File: config.mk
export PLATFORM = sky130hd
export DESIGN_NAME = mem_stage_sram
export DESIGN_NICKNAME = d
export VERILOG_FILES = /design/src/rtl/mem_stage_sram.sv
export SDC_FILE = /design/constraint.sdc
export NUM_CORES = 1
export LEC_CHECK = 0
export ABC_AREA = 1
export CAP_MARGIN = 5
export CORE_MARGIN = 10
export CORE_UTILIZATION = 39
export DETAILED_ROUTE_END_ITERATION = 10
export PLACE_DENSITY = 0.77
export SLEW_MARGIN = 10
export SYNTH_ARGS = -nofsm -noshare
export SYNTH_HDL_FRONTEND = slang
export SYNTH_SLANG_ARGS = --single-unit
File: constraint.sdc
create_clock -name clk -period 1.2 [get_ports clk]
set_input_delay 0.12 -clock clk [delete_from_list [all_inputs] [get_ports clk]]
set_output_delay 0.12 -clock clk [all_outputs]
set_load 0.005 [all_outputs]
File: src/rtl/mem_stage_sram.sv
// MEM stage: LD/ST through a req/ready data memory.
// Non-memory ops pass in one cycle; memory ops freeze upstream.
module mem_stage_sram #(
  parameter logic [31:0] DATA_BASE = 32'd1024,
  parameter int          ADDR_W    = 16,
  parameter logic [7:0]  TIMEOUT   = 8'd64
) (
  input  logic              clk,
  input  logic              rst,
  input  logic              WB_en_in,
  input  logic [1:0]        MEM_Signal_in,
  input  logic [4:0]        Dest_in,
  input  logic [31:0]       PC_in,
  input  logic [31:0]       ALU_result_in,
  input  logic [31:0]       reg2_in,
  output logic              freeze,
  output logic              mem_req,
  output logic              mem_we,
  output logic [ADDR_W-1:0] mem_addr,
  output logic [31:0]       mem_wdata,
  input  logic [31:0]       mem_rdata,
  input  logic              mem_ready,
  output logic              WB_en,
  output logic              MEM_R_EN,
  output logic [4:0]        Dest,
  output logic [31:0]       PC,
  output logic [31:0]       ALU_result,
  output logic [31:0]       Mem_data,
  output logic              mem_err
);

  typedef enum logic [1:0] {
    IDLE,
    ACCESS,
    DONE
  } state_t;

  state_t      state;
  state_t      state_n;
  logic [7:0]  cnt;
  logic [31:0] rdata_q;
  logic        mem_op;
  logic        start;
  logic        ready_hit;
  logic        tmo_hit;
  logic        bubble;

  assign mem_op    = |MEM_Signal_in;
  assign start     = (state == IDLE) && mem_op;
  assign ready_hit = (state == ACCESS) && mem_ready;
  assign tmo_hit   = (state == ACCESS) && !mem_ready
                     && (cnt == TIMEOUT - 8'd1);
  assign bubble    = start || (state == ACCESS);

  // Freeze is gated by reset so it drops without a clock edge.
  assign freeze = rst && bubble;

  // State register.
  always_ff @(posedge clk or negedge rst) begin
    if (!rst) state <= IDLE;
    else      state <= state_n;
  end

  // Next-state decode.
  always_comb begin
    state_n = state;
    unique case (state)
      IDLE:    if (mem_op) state_n = ACCESS;
      ACCESS:  if (ready_hit || tmo_hit) state_n = DONE;
      DONE:    state_n = IDLE;
      default: state_n = IDLE;
    endcase
  end

  // Memory request, wait counter, captured read data, error flag.
  always_ff @(posedge clk or negedge rst) begin
    if (!rst) begin
      mem_req   <= 1'b0;
      mem_we    <= 1'b0;
      mem_addr  <= '0;
      mem_wdata <= '0;
      cnt       <= '0;
      rdata_q   <= '0;
      mem_err   <= 1'b0;
    end else if (start) begin
      mem_req   <= 1'b1;
      mem_we    <= ~MEM_Signal_in[1] & MEM_Signal_in[0];
      mem_addr  <= ADDR_W'((ALU_result_in - DATA_BASE) >> 2);
      mem_wdata <= reg2_in;
      cnt       <= '0;
    end else if (ready_hit) begin
      mem_req   <= 1'b0;
      rdata_q   <= mem_we ? 32'd0 : mem_rdata;
    end else if (tmo_hit) begin
      mem_req   <= 1'b0;
      mem_err   <= 1'b1;
      rdata_q   <= '0;
    end else if (state == ACCESS) begin
      cnt       <= cnt + 8'd1;
    end
  end

  // MEM/WB register: bubble while frozen, else load the instruction.
  always_ff @(posedge clk or negedge rst) begin
    if (!rst) begin
      WB_en      <= 1'b0;
      MEM_R_EN   <= 1'b0;
      Dest       <= '0;
      PC         <= '0;
      ALU_result <= '0;
      Mem_data   <= '0;
    end else if (bubble) begin
      WB_en      <= 1'b0;
      MEM_R_EN   <= 1'b0;
      Dest       <= '0;
      PC         <= '0;
      ALU_result <= '0;
      Mem_data   <= '0;
    end else begin
      WB_en      <= WB_en_in;
      MEM_R_EN   <= MEM_Signal_in[1];
      Dest       <= Dest_in;
      PC         <= PC_in;
      ALU_result <= ALU_result_in;
      Mem_data   <= (state == DONE) ? rdata_q : 32'd0;
    end
  end

endmodule

==> impl_results.rst <==
.. list-table::
   :header-rows: 1

   * - Metric
     - Value
   * - Core region area
     - approximately 0.018 mm2
   * - Number of max-slew violations in the final report
     - 0
   * - Number of fillers in the final layout
     - 1,295
   * - H-tree depth reported by CTS
     - 4
   * - Net count after synthesis
     - 879
   * - Final Cycle Share
     - 123%
   * - Synth Warn #
     - 0
   * - # rows
     - 49
   * - Violations in the final reports
     - negative setup slack
   * - Initial DRT Pass Iterations
     - 4
   * - Die Outline Area
     - 0.0244 mm2
   * - Total of buffers placed on input and output ports
     - 293
   * - Unique cell type count in the Yosys netlist
     - 29
   * - Starting Density
     - between 30% and 40%
   * - Leakage power figure
     - 6.24 nW
   * - Worst Path Class, Setup
     - flop to flop
   * - Max layer used
     - met4
   * - Post-layout worst setup margin
     - -276 ps
   * - Number of buffers added by the clock tree synthesis step
     - 17
   * - Worst-case headroom to the max-slew limit
     - around half
   * - Detailed-route wire length on metal 1
     - roughly 9000 um
   * - Vias/cell
     - 4.58
   * - Pin count of the biggest net entering global routing
     - ~140
   * - Category of the worst setup path capture point
     - flop
   * - Syn_area_per_cell
     - between 9 and 10 um2
   * - Status
     - complete, but fails checks
   * - Layout overhead on the synthesized area
     - 71.1%
   * - CTS Root Cell
     - sky130_fd_sc_hd__clkbuf_16
   * - DRC violations left
     - 0
   * - Source-to-sink clock delay at the later pin of the worst-skew pair
     - roughly 430 ps
   * - RSZ-0062 raised after global routing
     - true
   * - Residual overflow from global routing
     - 0
   * - Met2 wire length
     - 12,800 um
   * - Register clock-pin slew on the reported worst setup and hold paths
     - 80 ps
   * - DP Wirelength
     - between 15,000 and 20,000 um
   * - Number of diodes
     - 0
   * - Final hold violation count
     - 0
   * - Clock Sinks
     - 196
   * - Slew of the pin with the lowest slew margin
     - 735 ps
   * - CP arrival
     - 1790 ps
   * - Number of antenna violations at the first check in global routing
     - 0
   * - Post-route total power
     - 0.0260 W
   * - Net count, final
     - 1,250
   * - Clock skew
     - 14.8 ps
   * - Placed insts
     - 1,272
   * - Maximum capacitance violations
     - 0
   * - TritonCTS clock tree
     - done
   * - Remaining antenna violation count after routing
     - 0
   * - Global-route wire length before repair
     - around 36,000 um
   * - WL per Instance
     - approximately 18 um
   * - Wire length reported by the detailed router
     - approximately 24,000 um
   * - Number of cells produced by synthesis
     - ~740
   * - Class of the most critical hold timing path
     - input pin to flop
   * - Area used by sequential logic in the layout
     - slightly below 0.005 mm2
   * - Vias
     - 6,181
   * - Total area of multi-input combinational cells
     - 0.00213 mm2
   * - Final non-filler cell total
     - 1,351
   * - Detail Route met3 WL
     - 2290 um
   * - Fraction of layout instances using a drive strength above 1
     - 22.9%
   * - Number of failing setup endpoints in the final timing report
     - 107
   * - Worst slack, placed
     - -497 ps
   * - Sequential fraction of the synthesis area
     - 67.9%
   * - Via count of the first global-routing pass
     - roughly 6,400
   * - Nature of the critical path startpoint
     - flop
   * - Summed area of non-filler cells in the final layout
     - 0.0124 mm2
   * - Power density relative to cell area
     - 2100 mW/mm2
   * - Number of storage elements in the synthesis netlist
     - 196
   * - F_max
     - 677 MHz
   * - Area post-placement
     - 0.0107 mm2
   * - Die X
     - about 160 um
   * - Final estimated routing congestion in global placement
     - between 0.8 and 0.9
   * - FF-to-FF setup slack
     - -280 ps
   * - Min Clock Period, post-route
     - 1480 ps
   * - Post-synthesis instance area
     - 0.00722 mm2
   * - DR iter-0 viols
     - 256
   * - Top-level port count
     - 294
   * - Chip Height
     - 156 um
   * - Required arrival time at the worst endpoint
     - around 1500 ps
   * - Maximum resistive drop on vdd
     - 1210 uV
   * - Maximum fanout along the worst path
     - 8
   * - Clock Tree Buf Depth
     - 2
   * - Overall Global Routing Usage
     - 19.1%
registers in the layout (all words and copies together) (netlist names):
signal      cells
ALU_result     32
Dest            5
MEM_R_EN        1
Mem_data       32
PC             32
WB_en           1
cnt             8
mem_addr       16
mem_err         1
mem_req         1
mem_wdata      32
mem_we          1
rdata_q        32
state           2
through the flow:
step	setup TNS (ps)	util [%]	hold slack (ps)
2_1_floorplan	-3770	-	-176
3_3_place_gp	-49430	59.2	355
3_5_place_dp	-54500	59.2	351
4_1_cts	-16600	66.1	177
5_1_grt	-25110	68.3	185
6_report	-18370	68.3	197
cells by family (layout without fill, tap and decap cells):
logic type | Yosys count | after routing | share of synthesized area [%]
simple gates | 346 | 347 | 19.1
flops | 196 | 196 | 67.9
buf+inv | 140 | 523 | 8.21
compound gates | 52 | 52 | 4.18
fa+ha+maj | 2 | 2 | 0.347
xor+xnor | 2 | 2 | 0.243
cell usage in the layout, fill, tap and decap left out, types with 18 or more instances in the layout:
cell	count
sky130_fd_sc_hd__buf_4	38
sky130_fd_sc_hd__clkbuf_16	22
sky130_fd_sc_hd__clkbuf_2	24
sky130_fd_sc_hd__clkdlybuf4s15_1	122
sky130_fd_sc_hd__clkdlybuf4s50_1	137
sky130_fd_sc_hd__dfrtp_1	196
sky130_fd_sc_hd__inv_1	110
sky130_fd_sc_hd__nand2_1	156
sky130_fd_sc_hd__nand2_2	24
sky130_fd_sc_hd__nor2_1	103
sky130_fd_sc_hd__nor2_2	18
sky130_fd_sc_hd__o21ai_2	31
report_power, final:
part	internal (W)	switching, W
logic	0.00562	0.00525
registers	0.00860	0.000854
clock network	0.00297	0.00270
final timing paths:
kind	end	startpoint	cells past startpoint
max in group asynchronous	mem_wdata[10]	rst	3
min in group asynchronous	rdata_q[27]	rst	3
worst max register to register	rdata_q[6]	cnt[0]	8
worst min register to register	mem_wdata[9]	mem_wdata[9]	2
worst max-delay path	rdata_q[6]	cnt[0]	8
worst min-delay path	PC[24]	PC_in[24]	3
layout make-up:
class	count	share of cell area (%)
multi-input cells	403	17.3
inverters	113	3.52
well taps	229	2.32
repair buffers	377	32.4
clock inverters	15	1.35
flip-flops and latches	196	39.7
clock buffers	17	3.44
repair inverters	1	0.0506
worst max-delay path, stage by stage, from the launching register on:
cell	delay [ps]
sky130_fd_sc_hd__dfrtp_1	410
sky130_fd_sc_hd__ha_4	170
sky130_fd_sc_hd__nand3_4	100
sky130_fd_sc_hd__nor2_4	130
sky130_fd_sc_hd__nand3_2	110
sky130_fd_sc_hd__nand2_4	120
sky130_fd_sc_hd__buf_12	130
sky130_fd_sc_hd__buf_12	140
sky130_fd_sc_hd__o21ai_2	60
per-layer routing:
| metal | up-vias | GRT usage (%) |
|---|---|---|
| met5 | - | 0 |
| met4 | 0 | 4.77 |
| met3 | 22 | 8.41 |
| met2 | 207 | 33.1 |
| met1 | 3005 | 20.9 |
| li1 | 2947 | - |
repair_timing:
item | in CTS | in global routing
resized for setup | 326 | 173
buffers inserted | 22 | 9
hold buffers | 1 | 0
hold endpoints to repair | 196 | 0
cloned | 13 | 7
endpoints found under the setup margin | 295 | 296
pin swaps | 10 | 36
Yosys cell counts:
cell,count,area [um2]
sky130_fd_sc_hd__nand3_2,1,10.0
sky130_fd_sc_hd__nor3b_1,1,7.51
sky130_fd_sc_hd__inv_2,1,3.75
sky130_fd_sc_hd__nand2_1,188,706
sky130_fd_sc_hd__xor2_1,1,8.76
sky130_fd_sc_hd__nor2_1,124,465
sky130_fd_sc_hd__clkbuf_1,3,11.3
sky130_fd_sc_hd__nor2_8,1,20.0
sky130_fd_sc_hd__o21ai_1,4,20.0
sky130_fd_sc_hd__inv_1,111,417
sky130_fd_sc_hd__buf_4,3,22.5
sky130_fd_sc_hd__and2_1,1,6.26
sky130_fd_sc_hd__xnor2_1,1,8.76
sky130_fd_sc_hd__buf_2,17,85.1
sky130_fd_sc_hd__nand3_1,21,105
sky130_fd_sc_hd__o21ai_0,34,170
sky130_fd_sc_hd__a21oi_2,1,8.76
sky130_fd_sc_hd__nor3_1,3,15.0
sky130_fd_sc_hd__a21oi_1,1,5.00
sky130_fd_sc_hd__inv_6,1,8.76
sky130_fd_sc_hd__a31oi_1,2,12.5
sky130_fd_sc_hd__o21ai_2,8,70.1
sky130_fd_sc_hd__buf_6,4,45.0
sky130_fd_sc_hd__nor2_2,3,18.8
sky130_fd_sc_hd__dfrtp_1,196,4900
sky130_fd_sc_hd__nand2_4,1,11.3
sky130_fd_sc_hd__o21bai_1,2,15.0
sky130_fd_sc_hd__nand2_2,2,12.5
sky130_fd_sc_hd__ha_1,2,25.0
No activity file was read; power rests on OpenSTA's default activity.
